==> config.mk <==
export PLATFORM = sky130hd
export DESIGN_NAME = sim_ctrl
export DESIGN_NICKNAME = d
export VERILOG_FILES = /design/src/rtl/sim_ctrl.sv
export SDC_FILE = /design/constraint.sdc
export NUM_CORES = 1
export LEC_CHECK = 0
export ABC_AREA = 1
export CORE_ASPECT_RATIO = 1.25
export CORE_MARGIN = 2
export CORE_UTILIZATION = 38
export CTS_CLUSTER_SIZE = 12
export DETAILED_ROUTE_END_ITERATION = 8
export MAX_ROUTING_LAYER = met4
export PLACE_DENSITY_LB_ADDON = 0.08
export SLEW_MARGIN = 40
export SYNTH_ARGS = -nofsm -noshare
export SYNTH_HDL_FRONTEND = slang
export SYNTH_SLANG_ARGS = --single-unit
==> constraint.sdc <==
create_clock -name clk -period 3.6 [get_ports clk]
set_input_delay 0.72 -clock clk [delete_from_list [all_inputs] [get_ports clk]]
set_output_delay 0.72 -clock clk [all_outputs]
set_load 0.1 [all_outputs]
==> src/rtl/sim_ctrl.sv <==
// sim_ctrl: OCP slave giving software an ID register, a 64-bit cycle counter,
// a scratch register, a buffered console byte stream and a sticky exit request.
module sim_ctrl #(
    parameter logic [31:0] ID_VALUE   = 32'h53494D43,
    parameter int          FIFO_DEPTH = 4
) (
    input  logic        clk,
    input  logic        nrst,
    input  logic [31:0] i_MAddr,
    input  logic [2:0]  i_MCmd,
    input  logic [31:0] i_MData,
    input  logic [3:0]  i_MByteEn,
    output logic        o_SCmdAccept,
    output logic [31:0] o_SData,
    output logic [1:0]  o_SResp,
    output logic        o_halt,
    output logic [7:0]  o_exit_code,
    output logic        o_tx_valid,
    output logic [7:0]  o_tx_data,
    input  logic        i_tx_ready
);
    localparam int AW = $clog2(FIFO_DEPTH);

    localparam logic [2:0] CMD_IDLE = 3'b000;
    localparam logic [2:0] CMD_WR   = 3'b001;
    localparam logic [2:0] CMD_RD   = 3'b010;

    localparam logic [1:0] RESP_NULL = 2'b00;
    localparam logic [1:0] RESP_DVA  = 2'b01;
    localparam logic [1:0] RESP_ERR  = 2'b11;

    localparam logic [2:0] IDX_ID      = 3'd0;
    localparam logic [2:0] IDX_CYC_LO  = 3'd1;
    localparam logic [2:0] IDX_CYC_HI  = 3'd2;
    localparam logic [2:0] IDX_EXIT    = 3'd3;
    localparam logic [2:0] IDX_SCRATCH = 3'd4;
    localparam logic [2:0] IDX_CONSOLE = 3'd5;

    logic [63:0]                 cyc_q, cyc_d;
    logic [31:0]                 hi_q, hi_d;
    logic [31:0]                 scratch_q, scratch_d;
    logic                        halt_q, halt_d;
    logic [7:0]                  code_q, code_d;
    logic [1:0]                  resp_q, resp_d;
    logic [31:0]                 rdata_q, rdata_d;
    logic [AW:0]                 wr_ptr_q, wr_ptr_d;
    logic [AW:0]                 rd_ptr_q, rd_ptr_d;
    logic [FIFO_DEPTH-1:0][7:0]  mem_q, mem_d;

    logic [2:0] idx;
    logic       is_wr, is_rd, acc, full, empty, push, pop;

    // Address bits outside [4:2] carry no meaning for this device.
    logic unused_addr;
    assign unused_addr = ^{i_MAddr[31:5], i_MAddr[1:0]};

    assign idx   = i_MAddr[4:2];
    assign is_wr = (i_MCmd == CMD_WR);
    assign is_rd = (i_MCmd == CMD_RD);
    assign empty = (wr_ptr_q == rd_ptr_q);
    assign full  = (wr_ptr_q[AW] != rd_ptr_q[AW]) &&
                   (wr_ptr_q[AW-1:0] == rd_ptr_q[AW-1:0]);

    // Only a console push into a full FIFO stalls; uses pre-pop full flag.
    assign o_SCmdAccept = !(is_wr && (idx == IDX_CONSOLE) && full);
    assign acc  = (i_MCmd != CMD_IDLE) && o_SCmdAccept;
    assign push = acc && is_wr && (idx == IDX_CONSOLE);
    assign pop  = !empty && i_tx_ready;

    assign o_SResp     = resp_q;
    assign o_SData     = rdata_q;
    assign o_halt      = halt_q;
    assign o_exit_code = code_q;
    assign o_tx_valid  = !empty;
    assign o_tx_data   = mem_q[rd_ptr_q[AW-1:0]];

    // Next-state: register decode, response generation, FIFO pointers, counter.
    always_comb begin
        cyc_d     = cyc_q + 64'd1;
        hi_d      = hi_q;
        scratch_d = scratch_q;
        halt_d    = halt_q;
        code_d    = code_q;
        resp_d    = RESP_NULL;
        rdata_d   = 32'd0;
        wr_ptr_d  = wr_ptr_q;
        rd_ptr_d  = rd_ptr_q;
        mem_d     = mem_q;

        if (acc) begin
            if (!(is_wr || is_rd) || (idx > IDX_CONSOLE)) begin
                resp_d = RESP_ERR;
            end else begin
                resp_d = RESP_DVA;
                if (is_rd) begin
                    case (idx)
                        IDX_ID:      rdata_d = ID_VALUE;
                        IDX_CYC_LO: begin
                            rdata_d = cyc_q[31:0];
                            hi_d    = cyc_q[63:32];
                        end
                        IDX_CYC_HI:  rdata_d = hi_q;
                        IDX_SCRATCH: rdata_d = scratch_q;
                        default:     rdata_d = 32'd0;
                    endcase
                end else begin
                    case (idx)
                        IDX_EXIT: begin
                            // First exit request wins; the code is frozen afterwards.
                            if (!halt_q) begin
                                halt_d = 1'b1;
                                code_d = i_MData[7:0];
                            end
                        end
                        IDX_SCRATCH: begin
                            for (int b = 0; b < 4; b++)
                                if (i_MByteEn[b]) scratch_d[b*8 +: 8] = i_MData[b*8 +: 8];
                        end
                        default: ;
                    endcase
                end
            end
        end

        if (push) begin
            mem_d[wr_ptr_q[AW-1:0]] = i_MData[7:0];
            wr_ptr_d = wr_ptr_q + (AW+1)'(1);
        end
        if (pop)
            rd_ptr_d = rd_ptr_q + (AW+1)'(1);
    end

    // State registers, all cleared asynchronously (drops any pending response).
    always_ff @(posedge clk or negedge nrst) begin
        if (!nrst) begin
            cyc_q     <= '0;
            hi_q      <= '0;
            scratch_q <= '0;
            halt_q    <= 1'b0;
            code_q    <= '0;
            resp_q    <= RESP_NULL;
            rdata_q   <= '0;
            wr_ptr_q  <= '0;
            rd_ptr_q  <= '0;
            mem_q     <= '0;
        end else begin
            cyc_q     <= cyc_d;
            hi_q      <= hi_d;
            scratch_q <= scratch_d;
            halt_q    <= halt_d;
            code_q    <= code_d;
            resp_q    <= resp_d;
            rdata_q   <= rdata_d;
            wr_ptr_q  <= wr_ptr_d;
            rd_ptr_q  <= rd_ptr_d;
            mem_q     <= mem_d;
        end
    end
endmodule

## Word-level counts from Yosys, hierarchy flattened

Cells that the tools add are included.

| word-level totals | value |
|---|---|
| register bits | 209 |
| output and inout port bits | 53 |
| word-level logic and storage cells | 69 |

| cells by class | value |
|---|---|
| add/subtract/negate cells | 3 |
| $lt $le $gt $ge | 4 |
| equal/unequal tests | 10 |
| mux-type cells | 11 |
| bitwise operators | 3 |
| reduce and logical (&&, ||, !) cells | 22 |

Operators by type and width:

| operator | number |
|---|---|
| 32-bit case mux with 4 select lines | 1 |
| 32-bit 2-to-1 mux | 3 |
| 64-bit by 1-bit adder with 64-bit output, second input constant | 1 |
| 32-bit bitwise mux | 1 |
| 5-bit AND reduction | 5 |
| 8-bit binary-select mux with 2-bit select | 1 |
| 8-bit demux with 2-bit select | 1 |
| 8-bit 2-to-1 mux | 2 |
| 3-bit by 2-bit == test with 1-bit output, second input constant | 3 |
| 1-bit logical AND | 8 |
| 4-bit AND reduction | 2 |
| 3-bit by 1-bit adder with 3-bit output, second input constant | 2 |
| 3-bit by 1-bit == test with 1-bit output, second input constant | 2 |
| 3-bit == test, second input constant | 2 |
| 2-bit by 3-bit < comparator with 1-bit output, second input constant | 2 |
| 2-bit 2-to-1 mux | 2 |
| 3-bit == test | 1 |
| 3-bit > comparator, second input constant | 1 |
| 1-bit zero test | 3 |
| 3-bit zero test | 1 |
| 1-bit inverter | 3 |
| 3-bit nonzero test | 1 |
| 2-bit == test | 1 |
| 2-bit by 1-bit >= comparator with 1-bit output, second input constant | 1 |
| other kinds (2) | 3 |

## Longest topological paths before layout

| depth | value |
|---|---|
| word-level depth | 7 |
| depth in mapped cells | 10 |
| gate-level depth less buffers | 9 |

## Least setup slack after synthesis

No wires, ideal clock.

| timing | value |
|---|---|
| kind | register -> output |
| start | reg rd_ptr_q[0] |
| end | out o_tx_data[6] |
| arrival | 2.521 ns |
| required time | 2.880 ns |
| path slack | 0.359 ns |
| stages on the path, launching flop included | 6 |
| buffers on the path | 2 |
| cell sequence | dfrtp_1 buf_2 inv_1 clkbuf_1 o21ai_0 o22ai_1 |

| on the way | value |
|---|---|
| cells in the longest elaborated chain, start to end | 2 |

Ends and longest elaborated chain:

| element | line | source |
|---|---|---|
| start, declared | 47 | `logic [AW:0] rd_ptr_q, rd_ptr_d;` |
| start signal, assigned | 155 | `rd_ptr_q <= rd_ptr_d;` |
| 8-bit binary-select mux with 2-bit select | 75 | `assign o_tx_data = mem_q[rd_ptr_q[AW-1:0]];` |
| 8-bit 2-to-1 mux (not written as such) | 75 |  |
| end, declared | 19 | `output logic [7:0] o_tx_data,` |

No other way between the ends. The select of a mux whose other input is x is not followed.

## Worst setup path in the final report

| timing | value |
|---|---|
| start | in i_MCmd[0] |
| end | out o_SCmdAccept |

| on the way | value |
|---|---|
| cells in the longest elaborated chain, start to end | 4 |

Ends and longest elaborated chain:

| element | line | source |
|---|---|---|
| start, declared | 10 | `input logic [2:0] i_MCmd,` |
| 3-bit by 1-bit == test with 1-bit output | 58 | `assign is_wr = (i_MCmd == CMD_WR);` |
| 1-bit logical AND (2 in a row) | 65 | `assign o_SCmdAccept = !(is_wr && (idx == IDX_CONSOLE) && full);` |
| 1-bit zero test | 65 |  |
| end, declared | 13 | `output logic o_SCmdAccept,` |

No other way between the ends.

==> results by group <==
Outcome
  • Outcome: complete, no violations

Min path
  • Worst min-delay path category: input port to async pin

Setup path
  • Reg-to-reg critical path endpoint: cyc_q[32]
  • Cell repeated most along the worst path: inv_2
  • CP startpoint kind: input port
  • Req. time, crit path: 2.88 ns
  • Critical Path AT: 2.17 ns
  • FF-to-FF Start: cyc_q[0]
  • Setup crit end kind: output pin
  • Worst path cell trace: clkdlybuf4s50_1 > inv_2 > nor3_2 > inv_2 > nor2_2 > nand4_1 > buf_12
  • Critical path fanouts, max: 4
  • FF-to-FF path depth: 7
  • Slowest-stage cell, CP: clkdlybuf4s50_1
  • R2R setup slack: 1.54 ns
  • Kind of critical path: input port to output pin
  • Critical Path Max Stage Delay: roughly 0.54 ns

Routing
  • DRC viols: 0
  • DR iter-0 viols: 432
  • Vias per cell: between 4 and 5
  • DR pass1 iterations: 4
  • Routed len/inst: 17.12 um
  • Final ANT Viol Nets: 0
  • Routed via count: 8,424
  • Final wirelength: 30,020 um

Yosys
  • Top-area cell type share of the netlist area: 52.53%
  • Largest area contributor in the netlist: dfrtp_1
  • FF+latch count, synth: 209
  • Cell Area, Synth: around 10000 sq um
  • Register area share after synthesis: between 50% and 60%
  • Distinct cells, synth: 25
  • Synth Instances: between 1k and 1.5k
  • YS warnings: 0
  • Mean Syn Cell Area: 7.706 sq um
  • Post-Syn Nets: between 1k and 1.5k
  • Largest cells by area after synthesis: dfrtp_1 53%, nand2_1 20%, nor2_1 5.3%

Finish
  • Finished Layout Cells: ~1.8k
  • Final core utilization: 45.88%
  • Filler Cell Count: between 2k and 3k
  • Share of layout cells above drive strength 1: about a tenth
  • N_diodes: 0
  • Fin nets: 1,478
  • Layout area overhead: 19.51%

Timing
  • Final-report hold violation count: 0
  • Slew Limit Fails: 0
  • TNS Setup: 0 ns
  • Final WS setup: 0.7124 ns
  • Least-Margin Pin Slew: between 0.6 and 0.7 ns
  • Crit share post-route: 80.21%
  • RSZ-0062 raised after global routing: no
  • Final setup fails: 0
  • Slew margin rel.: around 54%
  • Crit path time final: slightly below 3 ns
  • Final setup skew: 0.01148 ns
  • FMAX: between 300 and 400 MHz

Global routing
  • First-pass GRT wire length: between 40,000 and 50,000 um
  • Vias in the first global route: approximately 8.7k
  • Overall routing resource usage: 23.40%
  • Remaining Overflow, GRT: 0
  • Largest net degree at the start of global routing: 85
  • Initial antenna violation count: 0

Placed design
  • Post-DP HPWL: around 23,000 um
  • Inst Count DP: 1,712
  • Gpl congestion: around 0.95
  • PortBufs: 97
  • Setup WS pre-CTS: slightly below 0.7 ns

Clock tree
  • Setup bufs post-CTS: 0
  • Resize count post-CTS: 0
  • Clk buf depth: 3
  • H-tree Lvls: 1
  • CTS sink count: 209
  • CTS tree: built
  • Post-CTS Hold Buffers: 0
  • Clock root buffer: clkbuf_16
  • CTS Buf Count: 24
  • Worst-Skew Late Latency: 0.53 ns
  • Clock-pin slew on the worst setup and hold paths: 0.06 ns

Die
  • Starting Density: 38.40%
  • Row cnt: 66
  • Num ports: 127
  • Core ar.: about 26,000 sq um
  • Die Y: between 150 and 200 um
  • Die area: 27,520 sq um
  • Die X: 148.8 um

Power and ir drop
  • Max IR drop VDD: 647.6 uV
  • PD cells: roughly 540 nW/um^2
  • Post-layout total power: 6.383 mW
  • Leak pwr: 5.767 nW

Job
  • Max-cap viol count: 0
## power breakdown
group          switching (mW)  leakage, nW  internal [mW]
combinational           0.995         2.55          0.348
sequential              0.115         2.85           2.49
clock                   0.975        0.374           1.46
total                    2.08         5.77           4.30
## state kept, by name, indices dropped and copies added (netlist names)
signal,count
o_halt,1
hi_q,32
o_exit_code,8
cyc_q,64
mem_q,32
o_SResp,2
scratch_q,32
rd_ptr_q,3
wr_ptr_q,3
o_SData,32
## cell usage in the layout, fill, tap and decap left out, drive strengths merged
master / synthesis / routed
nand4: 16 / 16
a2bb2oi: 1 / 1
clkbuf: 15 / 38
nand3: 84 / 84
ha: 6 / 6
clkinv: 0 / 2
buf: 15 / 66
o22ai: 8 / 8
inv: 101 / 101
o21ai: 95 / 95
bufinv: 0 / 2
nor2: 157 / 157
clkdlybuf4s50: 0 / 43
dfrtp: 209 / 209
nor3: 4 / 4
xnor2: 22 / 22
xor2: 15 / 15
nand2: 543 / 543
nand3b: 1 / 1
## per-layer routing
metal	part of all wire [%]	track usage [%]	vias to the layer above
met1	39	25.23	3915
met4	5.1	11.01	0
met3	3.4	2.956	74
li1	-	-	4266
met2	53	42.65	169
met5	0	-	-
## critical path: cells and delay by family
kind | cells | cell delay (ns)
simple gates | 3 | 0.52
buf+inv | 4 | 0.93
## cells by family (layout without fill, tap and decap cells)
group | after synthesis | after routing | share of synthesized area (%)
flip-flops | 209 | 209 | 52.53
AND/OR/NAND/NOR | 805 | 805 | 32.88
AO/OA/AOI/OAI | 104 | 104 | 5.366
XOR/XNOR | 37 | 37 | 3.331
adder cells (fa/ha/maj) | 6 | 6 | 0.7540
buffers and inverters | 131 | 252 | 5.140
## synthesized netlist by cell type
master,number
nand3b_1,1
nand3_1,84
inv_2,4
ha_1,6
a2bb2oi_1,1
o21ai_0,48
nand2_1,536
o21ai_1,47
xor2_1,15
nor2_1,141
xnor2_2,1
buf_2,15
nor2_4,4
xnor2_1,21
nand2_4,1
dfrtp_1,209
clkbuf_1,14
o22ai_1,8
nor3_1,1
nor3_2,3
clkbuf_2,1
nand4_1,16
nor2_2,12
nand2_2,6
inv_1,97
## worst max-delay path by stage
stage / from / to / slack [ns] / depth (start not counted)
floorplan: rd_ptr_q[0] / o_tx_data[6] / 0.36 / 5
global placement: i_MCmd[0] / o_SCmdAccept / 0.70 / 7
detailed placement: i_MCmd[0] / o_SCmdAccept / 0.69 / 7
CTS: i_MCmd[0] / o_SCmdAccept / 0.68 / 7
global route: i_MCmd[0] / o_SCmdAccept / 0.59 / 7
finish: i_MCmd[0] / o_SCmdAccept / 0.71 / 7
## metrics by stage
step           hold WS [ns]  instance area [sq um]
2_1_floorplan        0.4244                   9956
3_3_place_gp         0.4482                  11340
3_5_place_dp         0.4532                  11120
4_1_cts              0.2688                  11900
5_1_grt              0.2936                  11900
6_report             0.2533                  11900
## area by class of cell
class / count / area [sq um] / area share [%]
inverter: 101 / 379.1 / 3.186
sequential: 209 / 5230 / 43.96
clock buffer: 37 / 689.4 / 5.794
tap: 340 / 425.4 / 3.576
multi-input combinational: 952 / 4232 / 35.57
timing repair buffer: 110 / 857.1 / 7.204
clock inverter: 4 / 85.08 / 0.7151
No activity file was read; power rests on OpenSTA's default activity.
